==> src/rtl/bcd_seq_conv_pkg.sv <==
// -----------------------------------------------------------------------------
// bcd_seq_conv_pkg
// Shared definitions for the sequential binary-to-BCD converter:
//   - FSM state encoding constants
//   - max_dec(): largest value representable in a given number of BCD digits
//   - nines(): all-nines saturation pattern for a given number of digits
// No ports (package).
// -----------------------------------------------------------------------------
package bcd_seq_conv_pkg;

    localparam logic [1:0] ST_IDLE   = 2'd0;
    localparam logic [1:0] ST_SHIFT  = 2'd1;
    localparam logic [1:0] ST_FINISH = 2'd2;

    // Upper bound on the digit count; sizes the saturation pattern.
    localparam int MAX_DIGITS = 5;

    // 10^digits - 1
    function automatic int unsigned max_dec(input int digits);
        int unsigned p;
        p = 1;
        for (int i = 0; i < digits; i++) begin
            p = p * 10;
        end
        return p - 1;
    endfunction

    // Packed BCD with the low 'digits' nibbles set to 9, upper nibbles zero.
    function automatic logic [4*MAX_DIGITS-1:0] nines(input int digits);
        logic [4*MAX_DIGITS-1:0] r;
        r = '0;
        for (int i = 0; i < MAX_DIGITS; i++) begin
            if (i < digits) begin
                r[4*i +: 4] = 4'h9;
            end
        end
        return r;
    endfunction

endpackage

==> src/rtl/bcd_seq_conv_if.sv <==
// -----------------------------------------------------------------------------
// bcd_seq_conv_if
// Start/busy/done handshake bundle between a requester and bcd_seq_conv.
//   start : request, sampled at clk rising edge
//   bin   : unsigned binary value, IN_W bits
//   busy  : conversion in progress
//   done  : one-cycle result-valid pulse
//   bcd   : packed BCD result, 4*DIGITS bits, MS digit in top nibble
//   ovf   : input exceeded 10^DIGITS-1 (bcd saturated to all nines)
// Modports: master (requester side), slave (converter side).
// -----------------------------------------------------------------------------
interface bcd_seq_conv_if #(
    parameter int IN_W   = 8,
    parameter int DIGITS = 3
);
    logic                  start;
    logic [IN_W-1:0]       bin;
    logic                  busy;
    logic                  done;
    logic [4*DIGITS-1:0]   bcd;
    logic                  ovf;

    modport master (
        output start, bin,
        input  busy, done, bcd, ovf
    );

    modport slave (
        input  start, bin,
        output busy, done, bcd, ovf
    );
endinterface

==> src/rtl/bcd_seq_conv_digit_adj.sv <==
// -----------------------------------------------------------------------------
// bcd_digit_adj
// Combinational double-dabble cell: a BCD digit of 5 or more gets +3 so that
// the following left shift carries correctly into the next decimal digit.
//   din  : 4-bit BCD digit before adjustment
//   dout : adjusted digit
// -----------------------------------------------------------------------------
module bcd_digit_adj (
    input  logic [3:0] din,
    output logic [3:0] dout
);
    assign dout = (din >= 4'd5) ? din + 4'd3 : din;
endmodule

==> src/rtl/bcd_seq_conv.sv <==
// -----------------------------------------------------------------------------
// bcd_seq_conv
// Sequential binary-to-BCD converter (double-dabble, one input bit per clock).
// A conversion started on edge E0 raises done for one cycle after edge
// E0+IN_W. Inputs above 10^DIGITS-1 saturate to all nines and set ovf.
//   clk : system clock
//   rst : synchronous active-low reset, clears every register
//   bus : bcd_seq_conv_if slave (start, bin, busy, done, bcd, ovf)
// -----------------------------------------------------------------------------
module bcd_seq_conv
    import bcd_seq_conv_pkg::*;
#(
    parameter int IN_W   = 8,
    parameter int DIGITS = 3
) (
    input  logic           clk,
    input  logic           rst,
    bcd_seq_conv_if.slave  bus
);
    localparam int SW = 4 * DIGITS;
    localparam int CW = $clog2(IN_W + 1);
    localparam int unsigned MAX_DEC = max_dec(DIGITS);
    localparam logic [4*MAX_DIGITS-1:0] NINES_ALL = nines(DIGITS);
    localparam logic [SW-1:0] NINES = NINES_ALL[SW-1:0];

    logic [1:0]      state;
    logic [IN_W-1:0] shreg;
    logic [SW-1:0]   scratch;
    logic [SW-1:0]   adj;
    logic [CW-1:0]   cnt;
    logic            ovf_pend;
    logic            busy_r;
    logic            done_r;
    logic [SW-1:0]   bcd_r;
    logic            ovf_r;
    logic [SW-1:0]   scratch_nxt;
    logic            in_ovf;

    for (genvar g = 0; g < DIGITS; g++) begin : g_adj
        bcd_digit_adj u_adj (
            .din  (scratch[4*g +: 4]),
            .dout (adj[4*g +: 4])
        );
    end

    // Adjusted digits shifted left with the next binary bit entering the LSB.
    assign scratch_nxt = {adj[SW-2:0], shreg[IN_W-1]};
    // Overflow decided up-front so truncated upper digits never matter.
    assign in_ovf      = 32'(bus.bin) > MAX_DEC;

    always_ff @(posedge clk) begin
        if (!rst) begin
            state    <= ST_IDLE;
            shreg    <= '0;
            scratch  <= '0;
            cnt      <= '0;
            ovf_pend <= 1'b0;
            busy_r   <= 1'b0;
            done_r   <= 1'b0;
            bcd_r    <= '0;
            ovf_r    <= 1'b0;
        end else begin
            case (state)
                ST_IDLE, ST_FINISH: begin
                    done_r <= 1'b0;
                    if (bus.start) begin
                        shreg    <= bus.bin;
                        scratch  <= '0;
                        cnt      <= CW'(IN_W);
                        ovf_pend <= in_ovf;
                        busy_r   <= 1'b1;
                        state    <= ST_SHIFT;
                    end else begin
                        state    <= ST_IDLE;
                    end
                end
                ST_SHIFT: begin
                    scratch <= scratch_nxt;
                    shreg   <= {shreg[IN_W-2:0], 1'b0};
                    cnt     <= cnt - 1'b1;
                    if (cnt == CW'(1)) begin
                        state  <= ST_FINISH;
                        busy_r <= 1'b0;
                        done_r <= 1'b1;
                        ovf_r  <= ovf_pend;
                        bcd_r  <= ovf_pend ? NINES : scratch_nxt;
                    end
                end
                default: begin
                    state  <= ST_IDLE;
                    busy_r <= 1'b0;
                    done_r <= 1'b0;
                end
            endcase
        end
    end

    assign bus.busy = busy_r;
    assign bus.done = done_r;
    assign bus.bcd  = bcd_r;
    assign bus.ovf  = ovf_r;

endmodule

==> src/flat_wrapper.sv <==
// flat-port wrapper written by rule: the top's interface ports become plain ports
module bcd_seq_conv_flat import bcd_seq_conv_pkg::*;
#(
    parameter int IN_W   = 8,
    parameter int DIGITS = 3
)
  (clk, rst, bus_start, bus_bin, bus_busy, bus_done, bus_bcd, bus_ovf);
  bcd_seq_conv_if #(.IN_W(IN_W), .DIGITS(DIGITS)) bus_i ();
  input  logic clk;
  input  logic rst;
  input wire logic [$bits(bus_i.start)-1:0] bus_start;
  input wire logic [$bits(bus_i.bin)-1:0] bus_bin;
  output wire logic [$bits(bus_i.busy)-1:0] bus_busy;
  output wire logic [$bits(bus_i.done)-1:0] bus_done;
  output wire logic [$bits(bus_i.bcd)-1:0] bus_bcd;
  output wire logic [$bits(bus_i.ovf)-1:0] bus_ovf;
  assign bus_i.start = bus_start;
  assign bus_i.bin = bus_bin;
  assign bus_busy = bus_i.busy;
  assign bus_done = bus_i.done;
  assign bus_bcd = bus_i.bcd;
  assign bus_ovf = bus_i.ovf;
  bcd_seq_conv #(.IN_W(IN_W), .DIGITS(DIGITS)) u_core (.clk(clk), .rst(rst), .bus(bus_i));
endmodule
==> config.mk <==
export PLATFORM = sky130hd
export DESIGN_NAME = bcd_seq_conv_flat
export DESIGN_NICKNAME = d
export VERILOG_FILES = /design/src/rtl/bcd_seq_conv_pkg.sv /design/src/rtl/bcd_seq_conv_if.sv /design/src/rtl/bcd_seq_conv_digit_adj.sv /design/src/rtl/bcd_seq_conv.sv /design/src/flat_wrapper.sv
export SDC_FILE = /design/constraint.sdc
export NUM_CORES = 1
export LEC_CHECK = 0
export BUFFER_PORTS_ARGS = -buffer_cell sky130_fd_sc_hd__buf_2
export CAP_MARGIN = 20
export CORE_MARGIN = 5
export CORE_UTILIZATION = 40
export DETAILED_ROUTE_END_ITERATION = 10
export GPL_ROUTABILITY_DRIVEN = 0
export PLACE_DENSITY = 0.59
export SLEW_MARGIN = 20
export SYNTH_ARGS = -nofsm -noshare
export SYNTH_HDL_FRONTEND = slang
export SYNTH_SLANG_ARGS = --single-unit
==> constraint.sdc <==
create_clock -name clk -period 2.3 [get_ports clk]
set_input_delay 0.23 -clock clk [delete_from_list [all_inputs] [get_ports clk]]
set_output_delay 0.23 -clock clk [all_outputs]
set_load 0.01 [all_outputs]
---- After elaboration in Yosys (flattened, before gate mapping) ----
Index checks and enable logic that the tools add are counted.
Widths: inputs -> output; s select.
word-level totals
  register bits ........................... 40
  output and inout bits ................... 15
operators by class
  magnitude comparators ................... 3
  mux-type cells .......................... 15
  reductions and logical operators ........ 7
  equality and inequality tests ........... 5
  $add $sub $neg .......................... 4
operators with widths
  operator             count
  $pmux 12 s2          1
  $pmux 8 s2           1
  $ge 4x3->1 const B   3
  $mux 12              1
  $mux 4               3
  $add 4x2->4 const B  2
  $mux 8               1
  $pmux 4 s2           1
  $reduce_and 2->1     4
  $eq 4x1->1 const B   1
  $pmux 2 s2           1
  $sub 4x1->4 const B  1
  $add 3x2->3 const B  1
  $mux 1               3
  $mux 3               1
  $eq 2x1->1 const B   1
  $eq 2x2->1 const B   1
  $logic_not 2->1      1
  $mux 2               1
  $ne 2x1->1 const B   1
  $ne 2x2->1 const B   1
  $pmux 1 s2           1
  $reduce_bool 2->1    1
  $reduce_or 2->1      1

---- Logic depth before layout (Yosys ltp) ----
  word-level depth ........................ 4
  gate-level depth with buffers ........... 7

---- Modules after synthesis ----
A second synthesis with hierarchy kept.
unflattened totals
  cells, all modules ...................... 207
  area, all modules ....................... 1851.8 um2
by module, submodules not included
  module         seq. area each (um2)  cells an instance  times used  area each (um2)
  bcd_seq_conv   800.8                 159                1           1547.7
  bcd_digit_adj  0.0                   16                 3           101.3

---- Worst setup path before layout ----
No wires, ideal clock.
  path kind ............................... register -> register
  start ................................... register u_core.scratch[4]
  end ..................................... register u_core.bcd_r[6] (netlist: u_core.bus.bcd[6])
  setup slack ............................. 0.819 ns
  cell stages (with the launch flop) ...... 7
  library setup time ...................... 0.073 ns
  required time ........................... 2.227 ns
  arrival time ............................ 1.408 ns
  cell sequence ........................... dfxtp_1 inv_1 ha_1 nand2b_1 a21oi_1 mux2_2 o22ai_2
on the way
  word-level cells in the longest chain between the ends .. 2
  elaborated cells between the ends (all ways) .. 3
ends and longest elaborated chain
  item                                              line                          RTL
  start, declared                                   bcd_seq_conv.sv:28            logic [SW-1:0] scratch;
  start signal, assigned                            bcd_seq_conv.sv:78            scratch <= scratch_nxt;
  $add 4x2->4 / $ge 4x3->1 (equally long branches)  bcd_seq_conv_digit_adj.sv:12  assign dout = (din >= 4'd5) ? din + 4'd3 : din;
  $mux 4 *                                          bcd_seq_conv_digit_adj.sv:12
  end signal, assigned                              bcd_seq_conv.sv:86            bcd_r <= ovf_pend ? NINES : scratch_nxt;
  end, declared                                     bcd_seq_conv.sv:34            logic [SW-1:0] bcd_r;
Mark *: on every way between the ends. The rest lies on a longest branch, timed or not.
A chain may end at the register's enable or synchronous reset.

---- Final worst setup path ----
Same ends and word-level chain as after synthesis.

==> impl_table.tex <==
\begin{tabular}{lr}
\hline
Metric & Value \\
\hline
\multicolumn{2}{l}{\textbf{Outcome}} \\
Run status & complete, no violations \\
\multicolumn{2}{l}{\textbf{Setup path}} \\
Crit path capture type & flop \\
Endpoint arrival time on the critical path & about 1900 ps \\
Number of buffers and inverters on the critical path & 1 \\
Kind of cell adding the most delay to the critical path & compound AO/OA/AOI/OAI gates \\
Internal reg-to-reg setup slack & between 600 and 700 ps \\
Category of the worst setup path launch point & flop \\
FF-to-FF path depth & 6 \\
Slowest cell delay on critical path & slightly below 400 ps \\
Cells along the critical path & inv\_1 -> ha\_1 -> nand2b\_1 -> a21oi\_1 -> mux2\_2 -> o22ai\_2 \\
Worst reg2reg startpoint & u\_core.scratch[4] \\
End of the worst register-to-register path & u\_core.bus.bcd[6] \\
Startpoint of the worst setup timing path & u\_core.scratch[4] \\
Worst Setup Path Type & flop to flop \\
Slowest cell on the critical path & sky130\_fd\_sc\_hd\_\_mux2\_2 \\
Endpoint of the most critical setup path & u\_core.bus.bcd[6] \\
Required time of the worst setup path & 2520 ps \\
Max FO, Critical Path & 5 \\
Critical path depth & 6 \\
\multicolumn{2}{l}{\textbf{Timing}} \\
Worst clock skew & about 3.4 ps \\
Max frequency & approximately 610 MHz \\
Number of endpoints failing setup at the final stage & 0 \\
Shortest clock period the worst path allows after layout & 1630 ps \\
Post-route fraction of the period consumed by the critical path & a little under three quarters \\
Unrepaired setup endpoints after global routing & no \\
Setup TNS Final & 0 ps \\
Hold WS & between 150 and 200 ps \\
Final hold violation count & 0 \\
Number of slew-limit violations in the final report & 0 \\
Final Worst Setup Slack & between 600 and 700 ps \\
\multicolumn{2}{l}{\textbf{Logic synthesis}} \\
Flip-flop and latch count after synthesis & 40 \\
Synthesized area divided by synthesized cell count & 9.43 um\^{}2 \\
Cell accounting for the most synthesized area & sky130\_fd\_sc\_hd\_\_dfxtp\_1 \\
Async set-reset flop share out of synthesis & 0\% \\
Ranking of synthesized cells by area & sky130\_fd\_sc\_hd\_\_dfxtp\_1 44\%, sky130\_fd\_sc\_hd\_\_ha\_1 5.4\%, sky130\_fd\_sc\_hd\_\_nand2\_1 5.3\%, sky130\_fd\_sc\_hd\_\_nor2\_1 4.3\%, sky130\_fd\_sc\_hd\_\_o22ai\_2 4.1\% \\
Number of warnings printed during yosys synthesis & 0 \\
Post-synth cell types & 37 \\
Sequential cell area fraction in the yosys report & roughly 44\% \\
Number of enable flip-flop cells after synthesis & 0 \\
Most frequent cell after synthesis & sky130\_fd\_sc\_hd\_\_dfxtp\_1 \\
Synth Net Count & around 210 \\
Commonest cells in the netlist & 40 x sky130\_fd\_sc\_hd\_\_dfxtp\_1, 26 x sky130\_fd\_sc\_hd\_\_nand2\_1, 21 x sky130\_fd\_sc\_hd\_\_nor2\_1 \\
Most used flip-flop cell after synthesis & sky130\_fd\_sc\_hd\_\_dfxtp\_1 \\
Mapped Cells & 195 \\
Mapped Area & between 1500 and 2000 um\^{}2 \\
Synth top area share & approximately 44\% \\
\multicolumn{2}{l}{\textbf{Min path}} \\
WHS Path Cells & 3 \\
Worst min path class & input port to flop \\
\multicolumn{2}{l}{\textbf{Power}} \\
Logic gate share of total power & between 10\% and 20\% \\
Switching Share & roughly a quarter \\
Maximum VDD drop & 0.427 mV \\
Standby leakage power & $\sim$0.8 nW \\
Sw power & approximately 0.34 mW \\
Power per Cell Area & about 660 nW/um\^{}2 \\
Reg power frac & between 50\% and 60\% \\
Share of power burned in the clock network & 35.0\% \\
Pwr Total & $\sim$1.4 mW \\
Internal portion of total power & around 1.0 mW \\
\multicolumn{2}{l}{\textbf{Place}} \\
Post-placement setup slack & 680 ps \\
HPWL after detailed placement & around 2.5 mm \\
Input/output buffers & 24 \\
Placed Instance Area & around 2000 um\^{}2 \\
\multicolumn{2}{l}{\textbf{Cells and area}} \\
Filler cells & around 430 \\
NumNets Final & between 200 and 250 \\
Layout cells sized above 1 & a little under a quarter \\
Register cell area after layout & 801 um\^{}2 \\
Multi-input gate area & about 920 um\^{}2 \\
Layout Area Growth over Synthesis & 11.7\% \\
Diodes inserted & 0 \\
Final design instance area without fill & 2050 um\^{}2 \\
\multicolumn{2}{l}{\textbf{Drt}} \\
Drt wl/cell & roughly 13 um \\
Post-detailed-route count of antenna-violating nets & 0 \\
Via Count & 1,396 \\
DRC violation total after the first TritonRoute iteration & 64 \\
Detailed-route DRC error count & 0 \\
Vias per Instance & just over 5 \\
Routed wire length & between 3 and 4 mm \\
Length of the first detailed-routing pass in iterations & 4 \\
\multicolumn{2}{l}{\textbf{Die}} \\
Die Wd & approximately 80 um \\
DIE HEIGHT & between 70 and 80 um \\
Core Rows & 24 \\
Total Die Area & 6050 um\^{}2 \\
Core Area & 4410 um\^{}2 \\
Starting Density & roughly two fifths \\
Total I/O pin count & 26 \\
\multicolumn{2}{l}{\textbf{Global route}} \\
Sum of overflow across all layers after global routing & 0 \\
First-pass GRT wire length & roughly 6.2 mm \\
Vias in the first global route & 1,354 \\
Initial antenna violation count & 0 \\
Total GRT Usage & between 10\% and 20\% \\
Pin count of the biggest net entering global routing & 19 \\
\multicolumn{2}{l}{\textbf{Clock tree}} \\
Source-to-sink clock delay at the later pin of the worst-skew pair & a little under 300 ps \\
Maximum clock path buffer count & 2 \\
Number of clock buffers inserted by TritonCTS & 5 \\
Number of sinks on the clock net & 40 \\
Deepest level of the CTS H-tree & 2 \\
Clock Pin Slew Worst Setup and Hold Paths & about 70 ps \\
\# Post-CTS Setup Buffers & 0 \\
Clock tree from TritonCTS & built \\
CTS root buf & sky130\_fd\_sc\_hd\_\_clkbuf\_8 \\
Number of instances resized during post-cts repair & 0 \\
Post-cts hold buffer count & 0 \\
\multicolumn{2}{l}{\textbf{Run}} \\
Max-cap violation count & 0 \\
\hline
\end{tabular}
==> worst min path at each step <==
stage,endpoint,from
floorplan,u_core.state[1],rst
global placement,u_core.bus.done,u_core.bus.done
detailed placement,u_core.bus.done,u_core.bus.done
CTS,u_core.shreg[0],bus_bin[0]
global route,u_core.shreg[6],bus_bin[6]
finish,u_core.shreg[0],bus_bin[0]
==> worst register-to-register path, stage by stage, from the launching register on <==
cell and delay (ps):
sky130_fd_sc_hd__dfxtp_1 320, sky130_fd_sc_hd__inv_1 110, sky130_fd_sc_hd__ha_1 250, sky130_fd_sc_hd__nand2b_1 90
sky130_fd_sc_hd__a21oi_1 260, sky130_fd_sc_hd__mux2_2 390, sky130_fd_sc_hd__o22ai_2 160
==> per-stage QoR <==
| stage | util [%] | cells |
|---|---|---|
| finish | 46.5 | 271 |
| global route | 46.5 | 271 |
| CTS | 46.5 | 271 |
| detailed placement | 44.5 | 263 |
| global placement | 44.5 | 263 |
| floorplan | - | 195 |
==> flip-flops by register name, summed over array words and instances, names as in the netlist <==
register and count:
u_core.cnt 4, u_core.state 2, u_core.bus.busy 1, u_core.shreg 8
u_core.scratch 12, u_core.bus.done 1, u_core.bus.bcd 12
==> power groups by stage <==
stage,logic [mW],registers [mW],clock network [mW]
after floorplan,0.112,0.757,0
after global placement,0.147,0.758,0
after detailed placement,0.149,0.758,0
after CTS,0.150,0.741,0.489
after global routing,0.166,0.746,0.514
final,0.147,0.741,0.478
==> cell families (layout without fill, tap and decap cells) <==
| kind of cell | Yosys count | in the layout | share of synthesized area [%] |
|---|---|---|---|
| AO/OA/AOI/OAI | 50 | 50 | 21.5 |
| XOR/XNOR | 5 | 5 | 2.38 |
| adder cells (fa/ha/maj) | 8 | 8 | 5.44 |
| buffers and inverters | 21 | 45 | 6.33 |
| flip-flops | 40 | 40 | 43.5 |
| multiplexers | 4 | 4 | 2.38 |
| other | 1 | 1 | 0.204 |
| AND/OR/NAND/NOR | 66 | 66 | 18.2 |
==> routing by layer <==
layer / routed length, um / vias to the layer above / global-route usage (%) / part of all wire (%)
met2: 1630 / 13 / 19.5 / 45
met5: 0 / - / 0 / 0
met1: 1830 / 647 / 16.7 / 51
li1: - / 731 / - / -
met4: 46 / 0 / 4.64 / 1.3
met3: 111 / 5 / 3.47 / 3.1
==> cells in the final DEF, fill, tap and decap left out, types with 2 or more instances in the layout <==
master,count
sky130_fd_sc_hd__xnor2_1,4
sky130_fd_sc_hd__buf_4,2
sky130_fd_sc_hd__nor3b_1,5
sky130_fd_sc_hd__o31ai_1,3
sky130_fd_sc_hd__nor2_1,21
sky130_fd_sc_hd__buf_2,24
sky130_fd_sc_hd__dfxtp_1,40
sky130_fd_sc_hd__nand2_1,26
sky130_fd_sc_hd__ha_1,8
sky130_fd_sc_hd__inv_1,10
sky130_fd_sc_hd__a21boi_0,2
sky130_fd_sc_hd__a211oi_2,3
sky130_fd_sc_hd__mux2_2,3
sky130_fd_sc_hd__a21oi_1,11
sky130_fd_sc_hd__o2bb2ai_1,3
sky130_fd_sc_hd__nand2b_1,5
sky130_fd_sc_hd__a311oi_1,7
sky130_fd_sc_hd__o22ai_1,6
sky130_fd_sc_hd__a32o_1,3
sky130_fd_sc_hd__o21ai_0,5
sky130_fd_sc_hd__o22ai_2,6
sky130_fd_sc_hd__clkbuf_8,6
sky130_fd_sc_hd__clkbuf_1,2
sky130_fd_sc_hd__nand3_1,2
==> final cells by class <==
| class | count | area share, % |
|---|---|---|
| tap | 52 | 3.17 |
| inverter | 11 | 2.01 |
| clock buffer | 8 | 4.38 |
| multi-input combinational | 134 | 44.9 |
| sequential | 40 | 39.0 |
| timing repair buffer | 26 | 6.58 |
No activity file was read; power rests on OpenSTA's default activity.
